<file path="src/rtl/hv_abist_seq.sv">
// hv_abist_seq: walks ITEM_NUM HV analog checks in index order, with per-item timeout, skip mask, bounded retry and a release check.
// Latency: start edge at T -> SCAN at T+1, first stimulus at T+2; every output comes straight from a flop.
// Backpressure: none; dropping i_bist_en aborts to IDLE next cycle, while fail/retry flags are held until the next start or reset.
module hv_abist_seq #(
    parameter int ITEM_NUM  = 6,
    parameter int CNT_W     = 16,
    parameter int RETRY_NUM = 1,
    parameter int GAP_CYC   = 4,
    parameter int REL_CYC   = 8,
    parameter int SEL_W     = $clog2(ITEM_NUM + 1)
) (
    input  logic                      i_clk,
    input  logic                      i_rst,
    input  logic                      i_bist_en,
    input  logic [ITEM_NUM-1:0]       i_item_mask,
    input  logic [ITEM_NUM*CNT_W-1:0] i_item_tmo,
    input  logic [ITEM_NUM-1:0]       i_det,
    output logic [ITEM_NUM-1:0]       o_bist_drv,
    output logic [ITEM_NUM-1:0]       o_bist_fail,
    output logic [ITEM_NUM-1:0]       o_bist_retry,
    output logic [SEL_W-1:0]          o_cur_item,
    output logic                      o_bist_busy,
    output logic                      o_bist_done,
    output logic                      o_lbist_en
);

    // Retry counter is at least one bit wide so RETRY_NUM=0 still elaborates.
    localparam int RT_W = (RETRY_NUM < 1) ? 1 : $clog2(RETRY_NUM + 1);

    // The gap counter runs 0..GAP_CYC, so stimulus stays off for the entry
    // cycle plus GAP_CYC counted cycles before the next attempt.
    localparam logic [CNT_W-1:0] GAP_LAST  = CNT_W'(GAP_CYC);
    localparam logic [CNT_W-1:0] REL_MAX   = CNT_W'(REL_CYC);
    localparam logic [RT_W-1:0]  RETRY_MAX = RT_W'(RETRY_NUM);
    localparam logic [SEL_W-1:0] SEL_END   = SEL_W'(ITEM_NUM);

    typedef enum logic [2:0] {
        ST_IDLE    = 3'd0,
        ST_SCAN    = 3'd1,
        ST_DRIVE   = 3'd2,
        ST_GAP     = 3'd3,
        ST_RELEASE = 3'd4,
        ST_NEXT    = 3'd5,
        ST_DONE    = 3'd6
    } state_e;

    state_e               state_q, state_d;
    logic [SEL_W-1:0]     sel_q, sel_d;
    logic [CNT_W-1:0]     cnt_q, cnt_d;
    logic [RT_W-1:0]      retry_cnt_q, retry_cnt_d;
    logic                 bist_en_q, bist_en_d;
    logic [ITEM_NUM-1:0]  drv_q, drv_d;
    logic [ITEM_NUM-1:0]  fail_q, fail_d;
    logic [ITEM_NUM-1:0]  retry_flag_q, retry_flag_d;
    logic                 busy_q, busy_d;
    logic                 done_q, done_d;

    // Per-item views of the current selection
    logic [ITEM_NUM-1:0]  sel_oh;
    logic                 mask_cur;
    logic                 det_cur;
    logic [CNT_W-1:0]     tmo_cur;

    logic                 start_edge;
    logic                 tmo_hit;
    logic                 retry_ok;
    logic                 rel_hit;
    logic                 gap_end;

    // Decode the selected item: one-hot, its mask bit, detect flag and timeout.
    // sel==ITEM_NUM matches nothing, so all views read as zero there.
    always_comb begin
        sel_oh   = '0;
        mask_cur = 1'b0;
        det_cur  = 1'b0;
        tmo_cur  = '0;
        for (int k = 0; k < ITEM_NUM; k++) begin
            if (sel_q == SEL_W'(k)) begin
                sel_oh[k] = 1'b1;
                mask_cur  = i_item_mask[k];
                det_cur   = i_det[k];
                tmo_cur   = i_item_tmo[k*CNT_W +: CNT_W];
            end
        end
    end

    // Shared compare points; the counter stops at these, it never wraps.
    always_comb begin
        start_edge = i_bist_en & ~bist_en_q;
        tmo_hit    = (cnt_q >= tmo_cur);
        retry_ok   = (retry_cnt_q < RETRY_MAX);
        rel_hit    = (cnt_q >= REL_MAX);
        gap_end    = (cnt_q == GAP_LAST);
    end

    // Register all state, datapath and output flops
    always_ff @(posedge i_clk) begin
        if (i_rst) begin
            state_q      <= ST_IDLE;
            sel_q        <= '0;
            cnt_q        <= '0;
            retry_cnt_q  <= '0;
            bist_en_q    <= 1'b0;
            drv_q        <= '0;
            fail_q       <= '0;
            retry_flag_q <= '0;
            busy_q       <= 1'b0;
            done_q       <= 1'b0;
        end else begin
            state_q      <= state_d;
            sel_q        <= sel_d;
            cnt_q        <= cnt_d;
            retry_cnt_q  <= retry_cnt_d;
            bist_en_q    <= bist_en_d;
            drv_q        <= drv_d;
            fail_q       <= fail_d;
            retry_flag_q <= retry_flag_d;
            busy_q       <= busy_d;
            done_q       <= done_d;
        end
    end

    // Next-state: dropping the enable wins over every sequencing decision
    always_comb begin
        state_d = state_q;
        if (!i_bist_en) begin
            state_d = ST_IDLE;
        end else begin
            case (state_q)
                ST_IDLE: begin
                    if (start_edge) begin
                        state_d = ST_SCAN;
                    end
                end
                ST_SCAN: begin
                    if (sel_q == SEL_END) begin
                        state_d = ST_DONE;
                    end else if (!mask_cur) begin
                        state_d = ST_DRIVE;
                    end
                end
                ST_DRIVE: begin
                    // Detect beats a timeout landing in the same cycle
                    if (det_cur) begin
                        state_d = ST_RELEASE;
                    end else if (tmo_hit) begin
                        state_d = retry_ok ? ST_GAP : ST_NEXT;
                    end
                end
                ST_GAP: begin
                    if (gap_end) begin
                        state_d = ST_DRIVE;
                    end
                end
                ST_RELEASE: begin
                    if (!det_cur || rel_hit) begin
                        state_d = ST_NEXT;
                    end
                end
                ST_NEXT: begin
                    state_d = ST_SCAN;
                end
                ST_DONE: begin
                    state_d = ST_DONE;
                end
                default: begin
                    state_d = ST_IDLE;
                end
            endcase
        end
    end

    // Datapath and outputs: counter, selection, stimulus and sticky flags
    always_comb begin
        sel_d        = sel_q;
        cnt_d        = cnt_q;
        retry_cnt_d  = retry_cnt_q;
        bist_en_d    = i_bist_en;
        drv_d        = drv_q;
        fail_d       = fail_q;
        retry_flag_d = retry_flag_q;

        if (!i_bist_en) begin
            // Abort: stimulus off and position cleared, flags kept for readback
            sel_d       = '0;
            cnt_d       = '0;
            retry_cnt_d = '0;
            drv_d       = '0;
        end else begin
            case (state_q)
                ST_IDLE: begin
                    if (start_edge) begin
                        sel_d        = '0;
                        fail_d       = '0;
                        retry_flag_d = '0;
                    end
                end
                ST_SCAN: begin
                    if (sel_q != SEL_END) begin
                        if (mask_cur) begin
                            sel_d = sel_q + SEL_W'(1);
                        end else begin
                            cnt_d       = '0;
                            retry_cnt_d = '0;
                            drv_d       = sel_oh;
                        end
                    end
                end
                ST_DRIVE: begin
                    if (det_cur) begin
                        drv_d = '0;
                        cnt_d = '0;
                    end else if (tmo_hit && retry_ok) begin
                        retry_cnt_d  = retry_cnt_q + RT_W'(1);
                        retry_flag_d = retry_flag_q | sel_oh;
                        drv_d        = '0;
                        cnt_d        = '0;
                    end else if (tmo_hit) begin
                        fail_d = fail_q | sel_oh;
                        drv_d  = '0;
                    end else begin
                        cnt_d = cnt_q + CNT_W'(1);
                    end
                end
                ST_GAP: begin
                    if (gap_end) begin
                        cnt_d = '0;
                        drv_d = sel_oh;
                    end else begin
                        cnt_d = cnt_q + CNT_W'(1);
                    end
                end
                ST_RELEASE: begin
                    // Detect must let go after stimulus removal; a stuck flag fails the item
                    if (det_cur && rel_hit) begin
                        fail_d = fail_q | sel_oh;
                    end else if (det_cur) begin
                        cnt_d = cnt_q + CNT_W'(1);
                    end
                end
                ST_NEXT: begin
                    sel_d = sel_q + SEL_W'(1);
                end
                default: begin
                    drv_d = '0;
                end
            endcase
        end
    end

    // Status flags follow the state being entered so they are registered
    always_comb begin
        busy_d = 1'b0;
        done_d = 1'b0;
        case (state_d)
            ST_SCAN, ST_DRIVE, ST_GAP, ST_RELEASE, ST_NEXT: busy_d = 1'b1;
            ST_DONE:                                        done_d = 1'b1;
            default: begin
                busy_d = 1'b0;
                done_d = 1'b0;
            end
        endcase
    end

    assign o_bist_drv   = drv_q;
    assign o_bist_fail  = fail_q;
    assign o_bist_retry = retry_flag_q;
    assign o_cur_item   = sel_q;
    assign o_bist_busy  = busy_q;
    assign o_bist_done  = done_q;
    // Logic BIST is handed off on completion whatever the analog result
    assign o_lbist_en   = done_q;

endmodule
</file>
<file path="config.mk">
export PLATFORM = sky130hd
export DESIGN_NAME = hv_abist_seq
export DESIGN_NICKNAME = d
export VERILOG_FILES = /design/src/rtl/hv_abist_seq.sv
export SDC_FILE = /design/constraint.sdc
export NUM_CORES = 1
export LEC_CHECK = 0
export CORE_MARGIN = 8
export CORE_UTILIZATION = 40
export CTS_BUF_LIST = sky130_fd_sc_hd__clkbuf_16
export DETAILED_ROUTE_END_ITERATION = 10
export GPL_ROUTABILITY_DRIVEN = 0
export PLACE_DENSITY = 0.74
export SETUP_SLACK_MARGIN = 0.02
export SKIP_CTS_REPAIR_TIMING = 1
export SYNTH_ARGS = -nofsm -noshare
export SYNTH_HDL_FRONTEND = slang
export SYNTH_SLANG_ARGS = --single-unit
</file>
<file path="constraint.sdc">
create_clock -name i_clk -period 10.7 [get_ports i_clk]
set_input_delay 2.14 -clock i_clk [delete_from_list [all_inputs] [get_ports i_clk]]
set_output_delay 2.14 -clock i_clk [all_outputs]
set_load 0.01 [all_outputs]
</file>
==> Flow_metrics.wiki <==
{| class="wikitable"
! Metric !! Value
|-
| # nets final || 711
|-
| Slew headroom || 0.217
|-
| Reg2Reg Capture Point || cnt_q[0]
|-
| Part of the Yosys area used for sequential elements || 0.256
|-
| Ant. Diodes || 0
|-
| TritonCTS clock tree || done
|-
| I/O pins || 135
|-
| CTS H-tree lvls || 2
|-
| Worst Path Max Fanout || 16
|-
| Commonest cells post-synth || sky130_fd_sc_hd__nor2_1, sky130_fd_sc_hd__a21oi_1, sky130_fd_sc_hd__dfxtp_1, sky130_fd_sc_hd__a211oi_1, sky130_fd_sc_hd__nand2_1
|-
| Hold WC Path Type || flip-flop to flip-flop
|-
| First-pass GRT wire length || 18.7 mm
|-
| Arr. time, crit path || 6200 ps
|-
| Post-synthesis cell count || 463
|-
| Post-detailed-route via-to-cell ratio || 5.64
|-
| Crit share post-route || 0.558
|-
| R2R Path Start || o_cur_item[0]
|-
| Gr usage total || 0.194
|-
| Net count after synthesis || 597
|-
| Synth top area share || 0.256
|-
| Count of input and output buffers || 134
|-
| Routed wire length per instance || 16.9 um
|-
| Number of warnings reported in the yosys synthesis log || 0
|-
| Area of combinational cells with multiple inputs || between 2000 and 2500 sq um
|-
| Final clock skew || approximately 7.9 ps
|-
| Most common flop cell mapped by yosys || sky130_fd_sc_hd__dfxtp_1
|-
| Vias in the first global route || 3899
|-
| Total DRC errors in the routed layout || 0
|-
| Static leakage || 0.00195 uW
|-
| Synth Area in Simple Gates || 0.264
|-
| Detailed-route wire length || 11.6 mm
|-
| Later-pin clock latency in the skew report || 290 ps
|-
| Number of routed nets with antenna violations || 0
|-
| Async set-reset flop share out of synthesis || 0
|-
| Share of post-route cells with drive strength above 1 || 0.0433
|-
| Most repeated cell in the gate-level netlist after synthesis || sky130_fd_sc_hd__nor2_1
|-
| Total Die Area || around 12000 sq um
|-
| Post-synth design cell area || 3440 sq um
|-
| Filler Cells Inserted || 801
|-
| RSZ-0062 raised after global routing || no
|-
| Finished Core Util || 0.578
|-
| Peak clock frequency supported by timing || about 170 MHz
|-
| Most area-consuming cells after synthesis || sky130_fd_sc_hd__dfxtp_1, sky130_fd_sc_hd__ha_1, sky130_fd_sc_hd__nor2_1, sky130_fd_sc_hd__a211oi_1, sky130_fd_sc_hd__a21oi_1
|-
| Minimum period implied by the final worst setup slack || between 5000 and 6000 ps
|-
| Cell at the root of the clock tree || sky130_fd_sc_hd__clkbuf_16
|-
| Total power density per cell area || 79.2 nW/um^2
|-
| Hold path endpoint || o_bist_retry[2]
|-
| Final hold violation count || 0
|-
| P&R area growth vs syn || 43.5%
|-
| Violation count after the first detailed-routing iteration || around 260
|-
| Flops & latches, synth || 44
|-
| Total gr overflow || 0
|-
| Detailed-route via count || 3862
|-
| Horiz. Die Dim || roughly 110 um
|-
| Start point of the worst hold path || o_bist_retry[2]
|-
| Maximum buffer depth of the clock tree || 2
|-
| Area of the core || 8550 sq um
|-
| Fin. max-slew vios || 0
|-
| Fraction of synthesized area in multiplexers || 0.0120
|-
| EDFF count, synth || 0
|-
| Max-cap viol count || 0
|-
| Storage element area || 881 sq um
|-
| Starting utilization of the core area || 0.403
|-
| Register-to-register path setup slack || 5490 ps
|-
| Initial antenna violation count || 0
|-
| Number of unique standard cell types used by synthesis || 57
|-
| Result of the run || completed
|-
| Element type at the critical path start || input port
|-
| Leading area contributor after synthesis || sky130_fd_sc_hd__dfxtp_1
|-
| Crit path capture type || flip-flop
|-
| Register clock-pin slew on the reported worst setup and hold paths || 60 ps
|-
| Cell count of the worst hold path || 2
|-
| TritonCTS Buffers || 5
|-
| R2R depth || 16
|-
| Adder-Cell Fraction of Synth Area || 0.0835
|-
| Chip height || ~110 um
|-
| Average instance area after synthesis || 7.44 sq um
|-
| Largest family of logic cells by synthesized area || compound AO/OA/AOI/OAI gates
|-
| Ordered list of cells on the worst path || clkdlybuf4s50_1 -> a22oi_1 -> a211oi_1 -> a21oi_1 -> a211oi_1 -> a21oi_1 -> ha_1 -> a211oi_1 -> nor2_1 -> a2111oi_1 -> o21ai_1 -> a21oi_1 -> and2_4 -> mux2_2
|-
| Cell Rows || 34
|-
| Largest net degree at the start of global routing || 40
|-
| Crit path max-delay cell type || sky130_fd_sc_hd__a21oi_1
|-
| Num Clock Sinks || between 40 and 50
|-
| Worst setup path category || input port to flip-flop
|-
| CP required || 10920 ps
|-
| Pre-Repair DR Iteration Count || 4
|-
| Biggest cell delay along the critical path || 800 ps
|-
| HPWL after detailed placement || 9.28 mm
|-
| Setup tns final || 0 ps
|-
| Total of endpoints with negative setup slack in the final report || 0
|-
| Post-synthesis compound-gate area fraction || 0.329
|-
| Slew at the pin closest to its max-slew limit || around 1200 ps
|-
| Share of the synthesized netlist area taken by xor and xnor gates || 0
|-
| IR drop worst, VDD || 0.0000569 V
|}
==> cells in the final DEF (no fill, tap or decap), drive strengths merged, types with 4 or more instances in the layout <==
master and instances:
a22oi 17, nor2 74, or3 5, nand2b 9, dfxtp 44, clkbuf 5
ha 23, a21oi 52, nand3b 4, nor2b 6, a211oi 37, buf 5
or2 7, o21ai 15, nand3 11, clkdlybuf4s50 134, a32o 4, and3 14
a22o 4, nand2 33, nor3 6, a31oi 4, a221o 14, inv 10
==> per-layer routing <==
metal	wire length (um)	vias up	track usage
li1	-	1958	-
met1	4820	1778	0.228
met2	5900	117	0.344
met3	705	9	0.0473
met4	139	0	0.0528
met5	0	-	0
==> power breakdown <==
group / total, uW / leakage, uW / internal, uW / switching (uW)
sequential: 166 / 0.000355 / 165 / 1.27
combinational: 79.3 / 0.00153 / 51.1 / 28.2
clock: 146 / 0.0000657 / 84.7 / 60.9
==> metrics by stage <==
step | std cells | hold slack (ps) | instance area [sq um] | power [uW] | setup slack (ps)
2_1_floorplan | 463 | 485 | 3440 | 199 | 5800
3_3_place_gp | 678 | 438 | 4800 | 247 | 4590
3_5_place_dp | 678 | 450 | 4800 | 249 | 4520
4_1_cts | 685 | 458 | 4940 | 392 | 4800
5_1_grt | 685 | 487 | 4940 | 406 | 4360
6_report | 685 | 453 | 4940 | 391 | 4730
==> logic make-up (layout without fill, tap and decap cells) <==
| group | count (synthesis) | after routing |
|---|---|---|
| AO/OA/AOI/OAI | 165 | 165 |
| adder cells (fa/ha/maj) | 23 | 23 |
| buffers and inverters | 42 | 156 |
| multiplexers | 4 | 4 |
| flip-flops | 44 | 44 |
| AND/OR/NAND/NOR | 185 | 185 |
==> state kept, by name, summed over array words and instances, names as in the netlist <==
| register | flops |
|---|---|
| bist_en_q | 1 |
| cnt_q | 16 |
| o_bist_busy | 1 |
| o_bist_done | 1 |
| o_bist_drv | 6 |
| o_bist_fail | 6 |
| o_bist_retry | 6 |
| o_cur_item | 3 |
| retry_cnt_q | 1 |
| state_q | 3 |
==> worst max-delay path by stage <==
stage,start,to,depth (start not counted)
after floorplan,i_item_tmo[29],cnt_q[0],15
after global placement,i_item_tmo[29],cnt_q[0],14
after detailed placement,i_item_tmo[29],cnt_q[0],14
after CTS,i_item_tmo[29],cnt_q[0],14
after global routing,i_item_tmo[29],cnt_q[13],14
final,i_item_tmo[29],cnt_q[0],14
==> layout make-up <==
cell class                      count  area share
Multi-Input combinational cell    377       0.480
Tap cell                          108      0.0273
Inverter                           10     0.00759
Clock inverter                      2     0.00253
Clock buffer                        5      0.0253
Timing Repair Buffer              139       0.279
Sequential cell                    44       0.178
==> critical path, delay by kind of cell <==
kind,cells,cell delay [ps]
muxes,1,180
and+or+nand+nor,2,460
buffers and inverters,1,470
AOI/OAI and AO/OA,9,2630
adders and majority gates,1,310
Note: power is estimated with default switching activity, not from simulation.
